## config.mk

```make
export PLATFORM = sky130hd
export DESIGN_NAME = mem_bus_arbiter_flat
export DESIGN_NICKNAME = d
export VERILOG_FILES = /design/src/rtl/mem_bus_arbiter_if.sv /design/src/rtl/mem_bus_arbiter.sv /design/src/flat_wrapper.sv
export SDC_FILE = /design/constraint.sdc
export NUM_CORES = 1
export LEC_CHECK = 0
export CORE_AREA = 2 2 87 89
export DETAILED_ROUTE_END_ITERATION = 6
export DIE_AREA = 0 0 89 91
export GPL_ROUTABILITY_DRIVEN = 0
export PLACE_DENSITY = 0.79
export RECOVER_POWER = 25
export SLEW_MARGIN = 20
export SYNTH_ARGS = -nofsm -noshare
export SYNTH_HDL_FRONTEND = slang
export SYNTH_SLANG_ARGS = --single-unit
```

## constraint.sdc

```tcl
create_clock -name clk -period 4.5 [get_ports clk]
set_clock_uncertainty 0.05 [all_clocks]
set_input_delay 0.45 -clock clk [delete_from_list [all_inputs] [get_ports clk]]
set_output_delay 0.45 -clock clk [all_outputs]
set_load 0.005 [all_outputs]
```

## src/rtl/mem_bus_arbiter_if.sv

```systemverilog
// Requester and memory-side signals of the shared program/data memory arbiter.
// The arbiter takes the slave view; requesters and the memory model take the master view.
interface mem_bus_arbiter_if #(
   parameter int N  = 3,
   parameter int AW = 8,
   parameter int DW = 8
);
   logic            prio_mode;
   logic [N-1:0]    req;
   logic [N-1:0]    we;
   logic [N*AW-1:0] addr;
   logic [N*DW-1:0] wdata;
   logic [N-1:0]    gnt;
   logic [N-1:0]    rvalid;
   logic [DW-1:0]   rdata;
   logic            mem_en;
   logic            mem_we;
   logic [AW-1:0]   mem_addr;
   logic [DW-1:0]   mem_wdata;
   logic [DW-1:0]   mem_rdata;

   modport slave (
      input  prio_mode, req, we, addr, wdata, mem_rdata,
      output gnt, rvalid, rdata, mem_en, mem_we, mem_addr, mem_wdata
   );

   modport master (
      output prio_mode, req, we, addr, wdata, mem_rdata,
      input  gnt, rvalid, rdata, mem_en, mem_we, mem_addr, mem_wdata
   );
endinterface

```

## src/rtl/mem_bus_arbiter.sv

```systemverilog
// Serialises CPU / loader / debug accesses onto the single memory port.
// Round-robin or fixed priority with starvation promotion; one command per grant.
//
//   state   | meaning
//   --------+---------------------------------------------------------------
//   S_ARB   | pick a winner from req, capture its command; rvalid pulse here
//   S_ISSUE | gnt pulse and memory command strobe from the captured copy
//   S_RESP  | read only: register mem_rdata, raise rvalid in next S_ARB
module mem_bus_arbiter #(
   parameter int N        = 3,
   parameter int AW       = 8,
   parameter int DW       = 8,
   parameter int MAX_WAIT = 4
) (
   input  logic                clk,
   input  logic                reset,
   mem_bus_arbiter_if.slave    bus
);
   localparam int IW = (N > 1) ? $clog2(N) : 1;
   localparam int CW = 4;
   localparam logic [1:0]   S_ARB   = 2'd0;
   localparam logic [1:0]   S_ISSUE = 2'd1;
   localparam logic [1:0]   S_RESP  = 2'd2;
   localparam logic [N-1:0] ONE_N   = 1;
   localparam logic [IW:0]  ONE_SH  = 1;

   logic [1:0]    r_state;
   logic [IW-1:0] r_win;
   logic [IW-1:0] r_ptr;
   logic          r_we;
   logic [AW-1:0] r_addr;
   logic [DW-1:0] r_wdata;
   logic [DW-1:0] r_rdata;
   logic [N-1:0]  r_rvalid;
   logic [CW-1:0] r_wait [N];

   logic            w_any;
   logic            w_found;
   logic [IW-1:0]   w_win;
   logic [2*N-1:0]  w_req2;
   logic [2*N-1:0]  w_shifted;
   logic [N-1:0]    w_rot;
   logic            w_issue;

   assign w_any     = |bus.req;
   assign w_issue   = (r_state == S_ISSUE);
   // Rotate so that bit 0 is the requester just after the RR pointer.
   assign w_req2    = {bus.req, bus.req};
   assign w_shifted = w_req2 >> ({1'b0, r_ptr} + ONE_SH);
   assign w_rot     = w_shifted[N-1:0];

   always_comb begin
      w_found = 1'b0;
      w_win   = '0;
      if (bus.prio_mode) begin
         for (int i = 0; i < N; i++) begin
            if (!w_found && bus.req[i] && (r_wait[i] == CW'(MAX_WAIT))) begin
               w_found = 1'b1;
               w_win   = IW'(i);
            end
         end
         for (int i = 0; i < N; i++) begin
            if (!w_found && bus.req[i]) begin
               w_found = 1'b1;
               w_win   = IW'(i);
            end
         end
      end else begin
         for (int j = 0; j < N; j++) begin
            if (!w_found && w_rot[j]) begin
               w_found = 1'b1;
               w_win   = IW'((int'(r_ptr) + 1 + j) % N);
            end
         end
      end
   end

   always_ff @(posedge clk or posedge reset) begin
      if (reset) begin
         r_state  <= S_ARB;
         r_win    <= '0;
         r_ptr    <= IW'(N - 1);
         r_we     <= 1'b0;
         r_addr   <= '0;
         r_wdata  <= '0;
         r_rdata  <= '0;
         r_rvalid <= '0;
      end else begin
         r_rvalid <= '0;
         case (r_state)
            S_ARB: begin
               if (w_any) begin
                  r_win   <= w_win;
                  r_ptr   <= w_win;
                  r_we    <= bus.we[w_win];
                  r_addr  <= bus.addr[int'(w_win)*AW +: AW];
                  r_wdata <= bus.wdata[int'(w_win)*DW +: DW];
                  r_state <= S_ISSUE;
               end
            end
            S_ISSUE: r_state <= r_we ? S_ARB : S_RESP;
            S_RESP: begin
               r_rdata  <= bus.mem_rdata;
               r_rvalid <= ONE_N << r_win;
               r_state  <= S_ARB;
            end
            default: r_state <= S_ARB;
         endcase
      end
   end

   // Counters only move on real arbitration decisions; a dropped request clears at once.
   always_ff @(posedge clk or posedge reset) begin
      if (reset) begin
         for (int i = 0; i < N; i++) r_wait[i] <= '0;
      end else begin
         for (int i = 0; i < N; i++) begin
            if (!bus.req[i]) begin
               r_wait[i] <= '0;
            end else if (r_state == S_ARB) begin
               if (w_win == IW'(i)) r_wait[i] <= '0;
               else if (r_wait[i] != CW'(MAX_WAIT)) r_wait[i] <= r_wait[i] + CW'(1);
            end
         end
      end
   end

   assign bus.gnt       = w_issue ? (ONE_N << r_win) : '0;
   assign bus.mem_en    = w_issue;
   assign bus.mem_we    = w_issue & r_we;
   assign bus.mem_addr  = w_issue ? r_addr : '0;
   assign bus.mem_wdata = w_issue ? r_wdata : '0;
   assign bus.rvalid    = r_rvalid;
   assign bus.rdata     = r_rdata;
endmodule

```

## src/flat_wrapper.sv

```systemverilog
// flat-port wrapper written by rule: the top's interface ports become plain ports
module mem_bus_arbiter_flat 
#(
   parameter int N        = 3,
   parameter int AW       = 8,
   parameter int DW       = 8,
   parameter int MAX_WAIT = 4
)
  (clk, reset, bus_prio_mode, bus_req, bus_we, bus_addr, bus_wdata, bus_mem_rdata, bus_gnt, bus_rvalid, bus_rdata, bus_mem_en, bus_mem_we, bus_mem_addr, bus_mem_wdata);
  mem_bus_arbiter_if #(.N(N), .AW(AW), .DW(DW)) bus_i ();
  input  logic clk;
  input  logic reset;
  input wire logic [$bits(bus_i.prio_mode)-1:0] bus_prio_mode;
  input wire logic [$bits(bus_i.req)-1:0] bus_req;
  input wire logic [$bits(bus_i.we)-1:0] bus_we;
  input wire logic [$bits(bus_i.addr)-1:0] bus_addr;
  input wire logic [$bits(bus_i.wdata)-1:0] bus_wdata;
  input wire logic [$bits(bus_i.mem_rdata)-1:0] bus_mem_rdata;
  output wire logic [$bits(bus_i.gnt)-1:0] bus_gnt;
  output wire logic [$bits(bus_i.rvalid)-1:0] bus_rvalid;
  output wire logic [$bits(bus_i.rdata)-1:0] bus_rdata;
  output wire logic [$bits(bus_i.mem_en)-1:0] bus_mem_en;
  output wire logic [$bits(bus_i.mem_we)-1:0] bus_mem_we;
  output wire logic [$bits(bus_i.mem_addr)-1:0] bus_mem_addr;
  output wire logic [$bits(bus_i.mem_wdata)-1:0] bus_mem_wdata;
  assign bus_i.prio_mode = bus_prio_mode;
  assign bus_i.req = bus_req;
  assign bus_i.we = bus_we;
  assign bus_i.addr = bus_addr;
  assign bus_i.wdata = bus_wdata;
  assign bus_i.mem_rdata = bus_mem_rdata;
  assign bus_gnt = bus_i.gnt;
  assign bus_rvalid = bus_i.rvalid;
  assign bus_rdata = bus_i.rdata;
  assign bus_mem_en = bus_i.mem_en;
  assign bus_mem_we = bus_i.mem_we;
  assign bus_mem_addr = bus_i.mem_addr;
  assign bus_mem_wdata = bus_i.mem_wdata;
  mem_bus_arbiter #(.N(N), .AW(AW), .DW(DW), .MAX_WAIT(MAX_WAIT)) u_core (.clk(clk), .reset(reset), .bus(bus_i));
endmodule
```

==> flow_results.org <==
** CTS
- In this run, CTS created clock tree buffers numbering 5.
- Clock transition at the registers of the reported paths :: 100 ps
- The later pin in the worst-skew pair is clocked with a latency of 310 ps.
- Root Buffer Master :: sky130_fd_sc_hd__clkbuf_8
- Clk sinks :: between 40 and 50
- Post-CTS repair changed the size of 0 cells.
- Number of buffers added for setup after CTS :: 0
- The longest clock path from root to sink contains 2 buffers.
- CTS tree :: done
- Hold repair after CTS inserted 0 buffers.
- CTS built an H-tree with a depth of 2.

** Die
- Row Count :: 31
- Vertical extent of the die :: between 90 and 100 um
- Starting utilization of the core area :: 39.5%
- The die covers approximately 8000 sq um.
- Die span in x :: 89 um
- The core region is a little over 7000 sq um.
- Boundary pin count :: 97

** Detailed routing
- The routed design has 7700 um of wire.
- For this run, design rule violations remaining after detail routing come to 0.
- In the final routed layout, each cell accounts on average for 15.4 um.
- The final route contains between 2k and 3k vias.
- Post-DR vias/cell :: 5.46
- The first detailed-routing pass ran for 5 iterations.
- The first routing iteration left 204 violations.
- Detail Route Antenna Nets :: 0

** STA
- Sum Neg Setup Slack :: 0 ps
- Worst-margin pin slew :: 2000 ps
- FMAX :: around 320 MHz
- Period Utilization, post-route :: between 60% and 70%
- Setup repair after global routing left no endpoint under its margin.
- Count of final setup violators :: 0
- Number of max-slew violations in the final report :: 46
- Setup WS post-layout :: around 1400 ps
- The routed design could run at a clock period as short as 3080 ps.
- In this run the tightest slew margin relative to its limit is -34.2%.
- The final count of hold timing violations is 0.

** Synth
- After technology mapping, the gate count stands at 317.
- The cell area that synthesis handed to floorplanning was 2820 sq um.
- The netlist uses 51 different library cells.
- The share of the Yosys chip area taken by registers is roughly 40%.
- Mean Syn Cell Area :: approximately 8.9 sq um
- Synthesis produced a netlist with a net count of 390.
- Share of flip-flops with an asynchronous set or reset after synthesis :: 100%
- Counting flops with a built-in enable in the synthesized netlist gives 0.
- Predominant post-synthesis flop cell :: sky130_fd_sc_hd__dfrtp_1
- Flop and latch count out of synthesis :: 45
- Number of synthesis warnings :: 0

** Critical path
- Depth of the worst register-to-register path :: 8
- The worst setup path is of the in2reg kind.
- Along the worst path, the maximum fanout reaches 22.
- Crit path arrival time :: 3220 ps
- Startpoint Class :: primary input
- STA classifies the critical path endpoint as a flip-flop.
- Worst reg2reg path startpoint :: u_core.r_ptr[0]$_DFFE_PP0P_
- The setup check on the worst reg-to-reg path leaves a slack of 1460 ps.
- WP data required :: 4650 ps
- Worst R2R End :: u_core.r_addr[2]$_DFFE_PP0P_

** Finish
- Cells with a size suffix above 1 make up 5.50% of the layout.
- The final layout contains 472 nets.
- Area added between synthesis and finish :: 38.5%
- 0 antenna diodes ended up in the layout.

** Global routing
- Global routing finished with a remaining overflow of 0.
- Number of antenna violations at the first check in global routing :: 0
- The number of global-route vias before repair is about 2.7k.
- Met2 layer usage reported by global route :: 33.6%
- After global routing, the most crowded layer is met2.
- First-pass GRT wire length :: 12,700 um
- In the global route stage, met1 resource usage came out at 24.7%.
- Met3 Use GR :: 4.00%
- Global routing used 19.6% of the available tracks.
- Entering global routing, the biggest net connects 46 pins.

** Min path
- In this run the worst hold path is classified as reg2reg.
- The worst hold path terminates at u_core.bus.rdata[7]$_DFFE_PP0P_.
- Worst Hold Path Cells :: 2
- Worst Hold Launch :: u_core.bus.rdata[7]$_DFFE_PP0P_

** Placement
- Half-perimeter wire length of the detailed placement result :: between 5000 and 6000 um
- Pre-CTS setup slack :: 1130 ps
- Input and output buffers added on the ports amount to 96.

** Power and ir drop
- Power Dens Cells :: 541 nW/um^2
- Leakage component of the power :: 1.60 nW
- IR Drop Worst-Case VDD :: between 200 and 300 uV

** Outcome
- The run finished, with violations left.
- Failing checks :: max-capacitance violations, max-slew violations

** Flow run
- The tool flagged a number of max-cap violations equal to 1.
==> worst max path at each step <==
stage          startpoint  slack, ps                      endpoint
2_1_floorplan  bus_req[1]       2170  u_core.r_addr[2]$_DFFE_PP0P_
3_3_place_gp   bus_req[2]       1270  u_core.r_addr[2]$_DFFE_PP0P_
3_5_place_dp   bus_req[2]       1130  u_core.r_addr[2]$_DFFE_PP0P_
4_1_cts        bus_req[2]       1460  u_core.r_addr[2]$_DFFE_PP0P_
5_1_grt        bus_req[2]       1150  u_core.r_addr[2]$_DFFE_PP0P_
6_report       bus_req[2]       1420  u_core.r_addr[2]$_DFFE_PP0P_
==> registers in the layout, indices dropped and copies added (netlist names) <==
| signal | cells |
|---|---|
| u_core.r_wait | 12 |
| u_core.r_wdata | 8 |
| u_core.r_we | 1 |
| u_core.bus.rvalid | 3 |
| u_core.r_addr | 8 |
| u_core.bus.rdata | 8 |
| u_core.r_state | 2 |
| u_core.r_ptr | 2 |
| u_core.r_win | 1 |
==> layout by cell type (no fill, tap or decap), drive strengths merged, types with 2 or more instances in the layout <==
cell type / netlist / layout
nor2b: 2 / 2
o22ai: 2 / 2
clkbuf: 10 / 5
and2: 20 / 20
nand4: 18 / 18
o21ai: 6 / 6
a21o: 4 / 4
a221o: 3 / 3
nor3b: 2 / 2
a21oi: 12 / 12
o211ai: 16 / 16
a211oi: 6 / 6
nor3: 6 / 6
inv: 15 / 15
a2bb2oi: 2 / 2
nor2: 15 / 15
clkinvlp: 0 / 2
clkdlybuf4s50: 0 / 95
nand2: 52 / 52
buf: 14 / 3
nor4: 4 / 4
nand3b: 4 / 4
nand3: 7 / 7
o221ai: 4 / 4
ha: 8 / 8
dfrtp: 44 / 44
nand2b: 5 / 5
mux2i: 18 / 18
==> critical path, stage by stage <==
cell                              delay (ps)
sky130_fd_sc_hd__clkdlybuf4s50_1         680
sky130_fd_sc_hd__inv_1                   230
sky130_fd_sc_hd__o311ai_0                500
sky130_fd_sc_hd__a32o_1                  330
sky130_fd_sc_hd__a211o_2                 540
sky130_fd_sc_hd__nor2_1                  170
sky130_fd_sc_hd__a221o_1                 320
==> cell families after synthesis <==
group / Yosys count / share of synthesized area, %
flip-flops: 45 / 40.0
XOR/XNOR: 1 / 0.311
AND/OR/NAND/NOR: 142 / 26.2
multiplexers: 19 / 6.80
buffers and inverters: 39 / 6.31
adder cells (fa/ha/maj): 8 / 3.55
AO/OA/AOI/OAI: 63 / 16.8
==> final cells by class <==
cell class | count | area, sq um
clock buffers | 5 | 68.8
clock inverters | 3 | 25.0
inverters | 15 | 57.6
repair buffers | 99 | 983
flip-flops and latches | 45 | 1130
fillers | 658 | 3240
well taps | 99 | 124
multi-input cells | 233 | 1520
==> synthesized netlist by cell type (all sizes together) (3+ instances only) <==
master | instances | area [sq um]
nand2b | 5 | 31.3
dfrtp | 44 | 1100
clkbuf | 10 | 37.5
a221o | 3 | 30.0
nand2 | 52 | 198
nor4 | 4 | 31.3
a21oi | 12 | 60.1
o221ai | 4 | 35.0
nand4 | 18 | 113
o211ai | 16 | 120
a211oi | 6 | 62.6
a21o | 4 | 30.0
and2 | 20 | 125
nand3 | 7 | 35.0
mux2i | 18 | 180
nor2 | 15 | 56.3
ha | 8 | 100
nor3 | 6 | 30.0
o21ai | 6 | 30.0
inv | 15 | 56.3
nand3b | 4 | 30.0
buf | 14 | 83.8
==> per-stage QoR <==
| step | cells | cell area (sq um) | utilization [%] | hold WS [ps] | power, mW |
|---|---|---|---|---|---|
| after floorplan | 317 | 2820 | - | 367 | 1.41 |
| after global placement | 491 | 3810 | 53.3 | 408 | 1.80 |
| after detailed placement | 491 | 3810 | 53.3 | 415 | 1.85 |
| after CTS | 499 | 3900 | 54.6 | 434 | 2.12 |
| after global routing | 499 | 3900 | 54.7 | 457 | 2.28 |
| final | 499 | 3900 | 54.7 | 436 | 2.11 |
==> per-layer routing <==
layer  wire (um)  vias to the layer above
li1            -                     1305
met1        3140                     1285
met2        3850                      125
met3         579                       11
met4         125                        0
met5           0                        -
==> power breakdown <==
part / internal (mW) / switching [mW] / total (mW)
sequential: 0.568 / 0.130 / 0.698
combinational: 0.540 / 0.602 / 1.14
clock: 0.112 / 0.157 / 0.269
(Power assumes the default switching activity.)
